`src/rtl/uart_cmd_parser_pkg.sv`:
```
// Shared constants and types for the BeagleBone command-frame parser.
// Frame layout on the wire: SYNC, CHAN, POS_HI, POS_LO, CHK.
package uart_cmd_parser_pkg;

    localparam logic [7:0] SYNC_BYTE = 8'hA5;
    localparam logic [7:0] ACK_BYTE  = 8'h06;
    localparam logic [7:0] NAK_BYTE  = 8'h15;

    typedef enum logic [2:0] {
        S_IDLE,
        S_CHAN,
        S_HI,
        S_LO,
        S_CHK,
        S_REPLY
    } state_t;

    typedef struct packed {
        logic [3:0]  channel;
        logic [15:0] position;
    } cmd_t;

endpackage

```
`src/rtl/uart_inactivity_timer.sv`:
```
// Counts idle cycles while a frame is open; expired flags the last allowed cycle.
module uart_inactivity_timer #(
    parameter int unsigned TIMEOUT_CYCLES = 2_000_000
) (
    input  logic clk,
    input  logic rst,
    input  logic clear,
    input  logic run,
    output logic expired
);

    localparam int unsigned CNT_W = $clog2(TIMEOUT_CYCLES);
    localparam logic [CNT_W-1:0] LAST = CNT_W'(TIMEOUT_CYCLES - 1);

    logic [CNT_W-1:0] count_q;

    always_ff @(posedge clk or posedge rst) begin
        if (rst) begin
            count_q <= '0;
        end else if (clear || !run) begin
            count_q <= '0;
        end else if (count_q != LAST) begin
            count_q <= count_q + CNT_W'(1);
        end
    end

    assign expired = run && (count_q == LAST);

endmodule

```
`src/rtl/uart_cmd_parser.sv`:
```
// Assembles 5-byte command frames from uart_rx, strobes validated commands
// and answers each completed frame with ACK/NAK through uart_tx.
module uart_cmd_parser
    import uart_cmd_parser_pkg::*;
#(
    parameter int unsigned NUM_CHANNELS   = 6,
    parameter logic [15:0] POS_MAX        = 16'd4095,
    parameter int unsigned TIMEOUT_CYCLES = 2_000_000
) (
    input  logic        clk,
    input  logic        rst,
    input  logic [7:0]  rx_data,
    input  logic        rx_converted,
    input  logic        rx_valid,
    output logic        rx_flush,
    input  logic        tx_busy,
    output logic        tx_enable,
    output logic [7:0]  tx_data,
    output logic        cmd_valid,
    output logic [3:0]  cmd_channel,
    output logic [15:0] cmd_position,
    output logic [7:0]  err_count
);

    state_t      state_q, state_d;
    logic        flush_q, flush_d;
    logic        holdoff_q;
    logic        tx_enable_q, tx_enable_d;
    logic [7:0]  tx_data_q, tx_data_d;
    logic        cmd_valid_q, cmd_valid_d;
    cmd_t        cmd_q, cmd_d;
    logic [7:0]  err_q, err_d;
    logic [7:0]  chan_q, chan_d;
    logic [7:0]  hi_q, hi_d;
    logic [7:0]  lo_q, lo_d;
    logic [7:0]  chk_q, chk_d;
    logic        ack_q, ack_d;
    logic        err_inc;
    logic        accept, good, bad;
    logic        frame_ok;
    logic        timer_run, expired;

    // A held uart_rx byte is ignored in the flush cycle and the one after,
    // giving uart_rx time to drop rx_converted.
    assign accept   = rx_converted && !flush_q && !holdoff_q && (state_q != S_REPLY);
    assign good     = accept && rx_valid;
    assign bad      = accept && !rx_valid;
    assign frame_ok = (rx_data == chk_q) && (32'(chan_q) < NUM_CHANNELS)
                      && ({hi_q, lo_q} <= POS_MAX);
    assign timer_run = (state_q == S_CHAN) || (state_q == S_HI)
                       || (state_q == S_LO) || (state_q == S_CHK);

    uart_inactivity_timer #(
        .TIMEOUT_CYCLES(TIMEOUT_CYCLES)
    ) u_timer (
        .clk    (clk),
        .rst    (rst),
        .clear  (accept),
        .run    (timer_run),
        .expired(expired)
    );

    always_ff @(posedge clk or posedge rst) begin
        if (rst) begin
            state_q     <= S_IDLE;
            flush_q     <= 1'b0;
            holdoff_q   <= 1'b0;
            tx_enable_q <= 1'b0;
            tx_data_q   <= '0;
            cmd_valid_q <= 1'b0;
            cmd_q       <= '0;
            err_q       <= '0;
            chan_q      <= '0;
            hi_q        <= '0;
            lo_q        <= '0;
            chk_q       <= '0;
            ack_q       <= 1'b0;
        end else begin
            state_q     <= state_d;
            flush_q     <= flush_d;
            holdoff_q   <= flush_q;
            tx_enable_q <= tx_enable_d;
            tx_data_q   <= tx_data_d;
            cmd_valid_q <= cmd_valid_d;
            cmd_q       <= cmd_d;
            err_q       <= err_d;
            chan_q      <= chan_d;
            hi_q        <= hi_d;
            lo_q        <= lo_d;
            chk_q       <= chk_d;
            ack_q       <= ack_d;
        end
    end

    always_comb begin
        state_d     = state_q;
        flush_d     = accept;
        tx_enable_d = 1'b0;
        tx_data_d   = tx_data_q;
        cmd_valid_d = 1'b0;
        cmd_d       = cmd_q;
        chan_d      = chan_q;
        hi_d        = hi_q;
        lo_d        = lo_q;
        chk_d       = chk_q;
        ack_d       = ack_q;
        err_inc     = 1'b0;

        if (bad) begin
            state_d = S_IDLE;
            err_inc = 1'b1;
        end else begin
            unique case (state_q)
                S_IDLE: begin
                    if (good && (rx_data == SYNC_BYTE)) begin
                        chk_d   = '0;
                        state_d = S_CHAN;
                    end
                end
                S_CHAN, S_HI, S_LO: begin
                    if (good) begin
                        chk_d = chk_q ^ rx_data;
                        if (state_q == S_CHAN) begin
                            chan_d  = rx_data;
                            state_d = S_HI;
                        end else if (state_q == S_HI) begin
                            hi_d    = rx_data;
                            state_d = S_LO;
                        end else begin
                            lo_d    = rx_data;
                            state_d = S_CHK;
                        end
                    end else if (expired) begin
                        state_d = S_IDLE;
                        err_inc = 1'b1;
                    end
                end
                S_CHK: begin
                    if (good) begin
                        ack_d   = frame_ok;
                        state_d = S_REPLY;
                        if (frame_ok) begin
                            cmd_valid_d    = 1'b1;
                            cmd_d.channel  = chan_q[3:0];
                            cmd_d.position = {hi_q, lo_q};
                        end else begin
                            err_inc = 1'b1;
                        end
                    end else if (expired) begin
                        state_d = S_IDLE;
                        err_inc = 1'b1;
                    end
                end
                S_REPLY: begin
                    if (!tx_busy) begin
                        tx_enable_d = 1'b1;
                        tx_data_d   = ack_q ? ACK_BYTE : NAK_BYTE;
                        state_d     = S_IDLE;
                    end
                end
                default: state_d = S_IDLE;
            endcase
        end

        err_d = (err_inc && (err_q != 8'hFF)) ? err_q + 8'd1 : err_q;
    end

    assign rx_flush     = flush_q;
    assign tx_enable    = tx_enable_q;
    assign tx_data      = tx_data_q;
    assign cmd_valid    = cmd_valid_q;
    assign cmd_channel  = cmd_q.channel;
    assign cmd_position = cmd_q.position;
    assign err_count    = err_q;

endmodule

```
`config.mk`:
```
export PLATFORM = sky130hd
export DESIGN_NAME = uart_cmd_parser
export DESIGN_NICKNAME = d
export VERILOG_FILES = /design/src/rtl/uart_cmd_parser_pkg.sv /design/src/rtl/uart_inactivity_timer.sv /design/src/rtl/uart_cmd_parser.sv
export SDC_FILE = /design/constraint.sdc
export NUM_CORES = 1
export LEC_CHECK = 0
export ABC_AREA = 1
export BUFFER_PORTS_ARGS = -buffer_cell sky130_fd_sc_hd__buf_2
export CORE_ASPECT_RATIO = 1.25
export CORE_UTILIZATION = 60
export CTS_CLUSTER_SIZE = 16
export DETAILED_ROUTE_END_ITERATION = 8
export PLACE_DENSITY = 0.83
export RECOVER_POWER = 50
export SYNTH_ARGS = -nofsm -noshare
export SYNTH_HDL_FRONTEND = slang
export SYNTH_SLANG_ARGS = --single-unit
```
`constraint.sdc`:
```
create_clock -name clk -period 6.1 [get_ports clk]
set_input_delay 1.22 -clock clk [delete_from_list [all_inputs] [get_ports clk]]
set_output_delay 1.22 -clock clk [all_outputs]
set_load 0.02 [all_outputs]
```
# After elaboration in Yosys (flattened, before gate mapping)
# Cells that the tools add are included.
classes:
  addsub: 2
  n_lt_le_gt_ge: 2
  n_eq_ne: 15
  muxes: 28
  bitwise_logic: 5
  n_reduce_logical: 30
ops:
  columns: ["operator", "count"]
  rows:
  - ["two-way mux 21 bit", 2]
  - ["two-way mux 3 bit", 8]
  - ["adder 21 x 1 -> 21 bit, second input constant", 1]
  - ["equality test 21 bit, second input constant", 1]
  - ["!= test 21 bit, second input constant", 1]
  - ["less-or-equal comparator 16 x 12 -> 1 bit, second input constant", 1]
  - ["two-way mux 8 bit", 2]
  - ["one-hot mux 8 bit (2 select lines)", 1]
  - ["two-way mux 1 bit", 12]
  - ["one-hot mux 3 bit (4 select lines)", 1]
  - ["AND reduction 4 bit", 3]
  - ["logical AND 1 bit", 10]
  - ["AND reduction 5 bit", 2]
  - ["!= test 3 bit, second input constant", 3]
  - ["adder 8 x 1 -> 8 bit, second input constant", 1]
  - ["equality test 8 bit", 1]
  - ["equality test 8 bit, second input constant", 1]
  - ["< comparator 8 x 3 -> 1 bit, second input constant", 1]
  - ["!= test 8 bit, second input constant", 1]
  - ["XOR 8 bit", 1]
  - ["equality test 3 x 2 -> 1 bit, second input constant", 2]
  - ["equality test 3 bit, second input constant", 2]
  - ["AND reduction 3 bit", 2]
  - ["two-way mux 5 bit", 1]
  - ["other kinds (10)", 21]
word_totals:
  regBits: 97
  inputBits: 13
  output_inout_bits: 39
  elab_cells: 97

# Depth between registers and ports, before layout
logic_depth:
  ltp_word: 10
  mapped_depth: 13

# Hierarchy
# A second synthesis with hierarchy kept.
unflattened:
  hier_cells: 578
  area_unflattened_um2: 4647.0
modules_own_cells:
  columns: ["module", "instances", "cells_per_inst", "area_each_um2", "seq_area_each_um2"]
  rows:
  - ["uart_cmd_parser", 1, 381, 3256.9, 1776.7]
  - ["uart_inactivity_timer", 1, 197, 1390.1, 525.5]

# Least setup slack after synthesis
# OpenSTA, ideal clock, no wires.
synth_timing:
  path_kind: "input -> register"
  startpoint: "in rx_converted"
  endpoint: "reg err_q[2], in the netlist err_count[2]"
  setup_time_ns: 0.117
  t_arrival_ns: 2.120
  path_slack_ns: 3.863
  stages: 10
  cell_sequence: "nand2_1 > inv_1 > nand3_4 > clkinv_2 > nor2_2 > nand2_1 > nand3_4 > nand2_8 > nand2_2 > nand2_2"
synth_via:
  elab_chain_cells: 8
synth_rtl:
  columns: ["element", "line", "text"]
  rows:
  - ["start, declared", "uart_cmd_parser.sv:13", "input logic rx_converted,"]
  - ["logical AND 1 bit (*) (3 in series)", "uart_cmd_parser.sv:45", "assign accept = rx_converted && !flush_q && !holdoff_q && (state_q != S_REPLY);"]
  - ["logical AND 1 bit", "uart_cmd_parser.sv:46", "assign good = accept && rx_valid;"]
  - ["two-way mux 1 bit (on tied branches)", "uart_cmd_parser.sv:139, uart_cmd_parser.sv:121", null]
  - ["one-hot mux 1 bit (2 select lines)", "uart_cmd_parser.sv:113", "unique case (state_q)"]
  - ["two-way mux 1 bit (*)", "uart_cmd_parser.sv:109", "if (bad) begin"]
  - ["logical AND 1 bit (*)", "uart_cmd_parser.sv:165", "err_d = (err_inc && (err_q != 8'hFF)) ? err_q + 8'd1 : err_q;"]
  - ["end signal, assigned", "uart_cmd_parser.sv:86", "err_q <= err_d;"]
  - ["end, declared", "uart_cmd_parser.sv:32", "logic [7:0] err_q, err_d;"]
# Mark *: on every way between the ends. The rest lies on a longest branch, timed or not.
# A chain may end at the register's enable or synchronous reset.

==> flow_summary.yaml <==
global_route:
  antenna_found_initial: 0
  grt_max_degree: 93
  grt.overflow.total: 0
  grt_usage_pct: 25.1
  grt_pass1_wl_mm: 15.4
  grt_pass1_vias: 3417
synth:
  yosys.area_share.adder_pct: 0.560
  synth_top_family_by_area: "simple AND/OR/NAND/NOR gates"
  syn-cell-area_um2: 4470
  ys_seq_elements: 92
  synth-compound-area-share_pct: 8.52
  synth_cell_type_count: 38
  syn_area_per_cell_um2: 8.32
  synth_mux_area_share_pct: 0
  synth-seq-area-share_pct: 51.5
  synth_xor_area_share_pct: 1.57
  synth_ff_type: "dfrtp_1"
  netlist_instances: 537
  yosysWarnings: 0
  synth-simple-area-share_pct: 30.2
  synth_edf_count: 0
  postSynth.asyncResetShare_pct: 100
placed_design:
  gp_congestion: 0.903
  dp_slack_ps: 3170
  portBuffers: 47
  hpwl_mm: 6.40
power:
  p_switching_mw: 0.616
  pwr-share-seq_pct: 49.1
  p_int_mw: 1.08
  p_clk_share_pct: 24.8
  max-vdd-ir-drop_mv: 0.214
  total_leakage_power_nw: 2.50
  p_sw_share_pct: 36.2
  total_power_mw: 1.70
  power_density_nw_per_um2: 348
  pwr-share-comb_pct: 26.1
floorplanning:
  die-height_um: 98.5
  io_pins: 52
  die_x_um: 79.2
  rows: 34
  initial_utilization_pct: 63.3
  die-area_um2: 7800
  core_um2: 7060
clocking:
  htree_levels: 3
  clk_latency_ps: 360
  clock-root-buffer: "clkbuf_8"
  cts.sinks: 92
  post-cts-setup-buffers: 0
  cts_hold_buf: 0
  cts_tree: "yes"
  cts.clk_slew.worst_paths_ps: 90
  cts_resized: 0
  cts-buffers-inserted: 9
  clockBufferDepth: 2
critical_path:
  cp_max_fo: 92
  worst-setup-path-type: "input pin to async pin"
  crit_path_top_delay_cell: "clkbuf_2"
  cp_cell_sequence: "clkbuf_1, clkinvlp_2, clkbuf_2"
  crit_path_start_kind: "input pin"
  max_stage_delay_ps: 1540
  startpoint: "rst"
  r2r-start: "state_q[0]"
  cp.required_ps: 6130
  cp-end-kind: "async pin"
  crit_arrival_ps: 2930
drt:
  drc: 0
  vias: 3588
  drt_first_iter_violations: 260
  via_per_inst: 5.28
  wl_mm: 8.96
  drtPass1Iterations: 4
  avgRoutedWirePerCell_um: 13.2
  drtAntennaViolNets: 0
cells_and_area:
  fill_cells: 600
  final_common_cell: "nand2_1"
  diodes: 0
  area_growth_pct: 9.30
  finalNetCount: 600
  layout-drive-gt1-share_pct: 13.2
  most-common-layout-cells: "nand2_1 (156), dfrtp_1 (92), inv_1 (57)"
sta:
  hold_viol_final: 0
  skew_ps: 14.6
  clock.fmax_ghz: 0.344
  relSlewSlack_pct: -44.9
  slew_violations: 93
  fin_crit_ps: 2900
  finalSetupViolCount: 0
  setup_tns_ps: 0
  min_period_over_period_pct: 47.6
  rsz0062_at_grt: "false"
  finalWorstSetupSlack_ps: 3200
  max_slew.worst_pin.slew_ps: 2170
  fin_hold_ws_ps: 418
worst_hold_path:
  hold_class: "register to register"
  hp-start: "rx_flush"
job:
  maxCapViolCount: 1
status:
  violations: "capacitance limit, slew limit"
  status: "finished with violations"
-- metrics by stage --
stage	util, %	instance area, µm²	std cells
2_1_floorplan	-	4480	540
3_3_place_gp	67.0	4730	664
3_5_place_dp	67.0	4730	664
4_1_cts	69.9	4940	680
5_1_grt	69.1	4880	680
6_report	69.1	4880	680
-- cell usage after synthesis (2+ instances only) --
master / number / area, µm²
nand2_1: 156 / 586
dfrtp_1: 92 / 2300
inv_1: 58 / 218
nor2_1: 46 / 173
o21ai_0: 36 / 180
nand3_1: 34 / 170
a21oi_1: 14 / 70.1
nand2_2: 11 / 68.8
nor3_1: 11 / 55.1
buf_4: 7 / 52.6
nand4_1: 7 / 43.8
o22ai_1: 6 / 37.5
buf_2: 5 / 25.0
inv_2: 4 / 15.0
nand3_2: 4 / 40.0
nor2_2: 4 / 25.0
nor4_1: 4 / 25.0
xnor2_1: 4 / 35.0
xor2_1: 4 / 35.0
nand3_4: 3 / 52.6
a211oi_1: 2 / 15.0
a31oi_1: 2 / 12.5
and3_1: 2 / 12.5
buf_6: 2 / 22.5
ha_1: 2 / 25.0
o211ai_1: 2 / 15.0
o21a_1: 2 / 15.0
o21ai_1: 2 / 10.0
or2_2: 2 / 12.5
-- layer usage --
metal  vias up  global-route usage [%]  part of all wire [%]
li1       1815                       -                     -
met1      1672                    34.4                    47
met2        88                    40.8                    48
met3        13                    3.43                   4.0
met4         0                    9.37                   1.5
met5         -                       0                     0
-- layout make-up --
cell class | instances | area, µm² | share of cell area [%]
Sequential cell | 92 | 2300 | 47.2
Clock inverter | 7 | 80.1 | 1.64
Multi-Input combinational cell | 371 | 1810 | 37.0
Clock buffer | 9 | 124 | 2.54
Tap cell | 90 | 113 | 2.31
Timing Repair Buffer | 48 | 216 | 4.43
Inverter | 63 | 239 | 4.89
-- worst max-delay path, delay by kind of cell --
kind                   cells  cell delay, ps
buffers and inverters      3            1670
-- path summary, 6_finish.rpt --
path	end	slack [ps]	cells past startpoint
worst max-delay path	hi_q[6]	3200	3
worst min-delay path	holdoff_q	420	0
worst max register to register	u_timer.count_q[14]	3640	8
worst min register to register	holdoff_q	420	0
max in group clk	lo_q[6]	3330	7
min in group asynchronous	err_count[4]	1630	3
-- sequential cells by signal, summed over array words and instances (netlist names) --
signal	cells
ack_q	1
chan_q	8
chk_q	8
cmd_channel	4
cmd_position	16
cmd_valid	1
err_count	8
hi_q	8
holdoff_q	1
lo_q	8
rx_flush	1
state_q	3
tx_data	3
tx_enable	1
u_timer.count_q	21
-- power by group through the flow --
stage,Combinational (mW),Clock (mW),Sequential [mW]
global route,0.504,0.453,0.853
global placement,0.433,0,0.839
floorplan,0.350,0,0.838
CTS,0.452,0.431,0.835
detailed placement,0.448,0,0.847
finish,0.443,0.422,0.834
-- cells by family after synthesis --
| logic type | Yosys count |
|---|---|
| compound gates | 68 |
| xor+xnor | 8 |
| fa+ha+maj | 2 |
| buf+inv | 77 |
| flops | 92 |
| other cells | 1 |
| simple gates | 289 |
No activity file was read; power rests on OpenSTA's default activity.
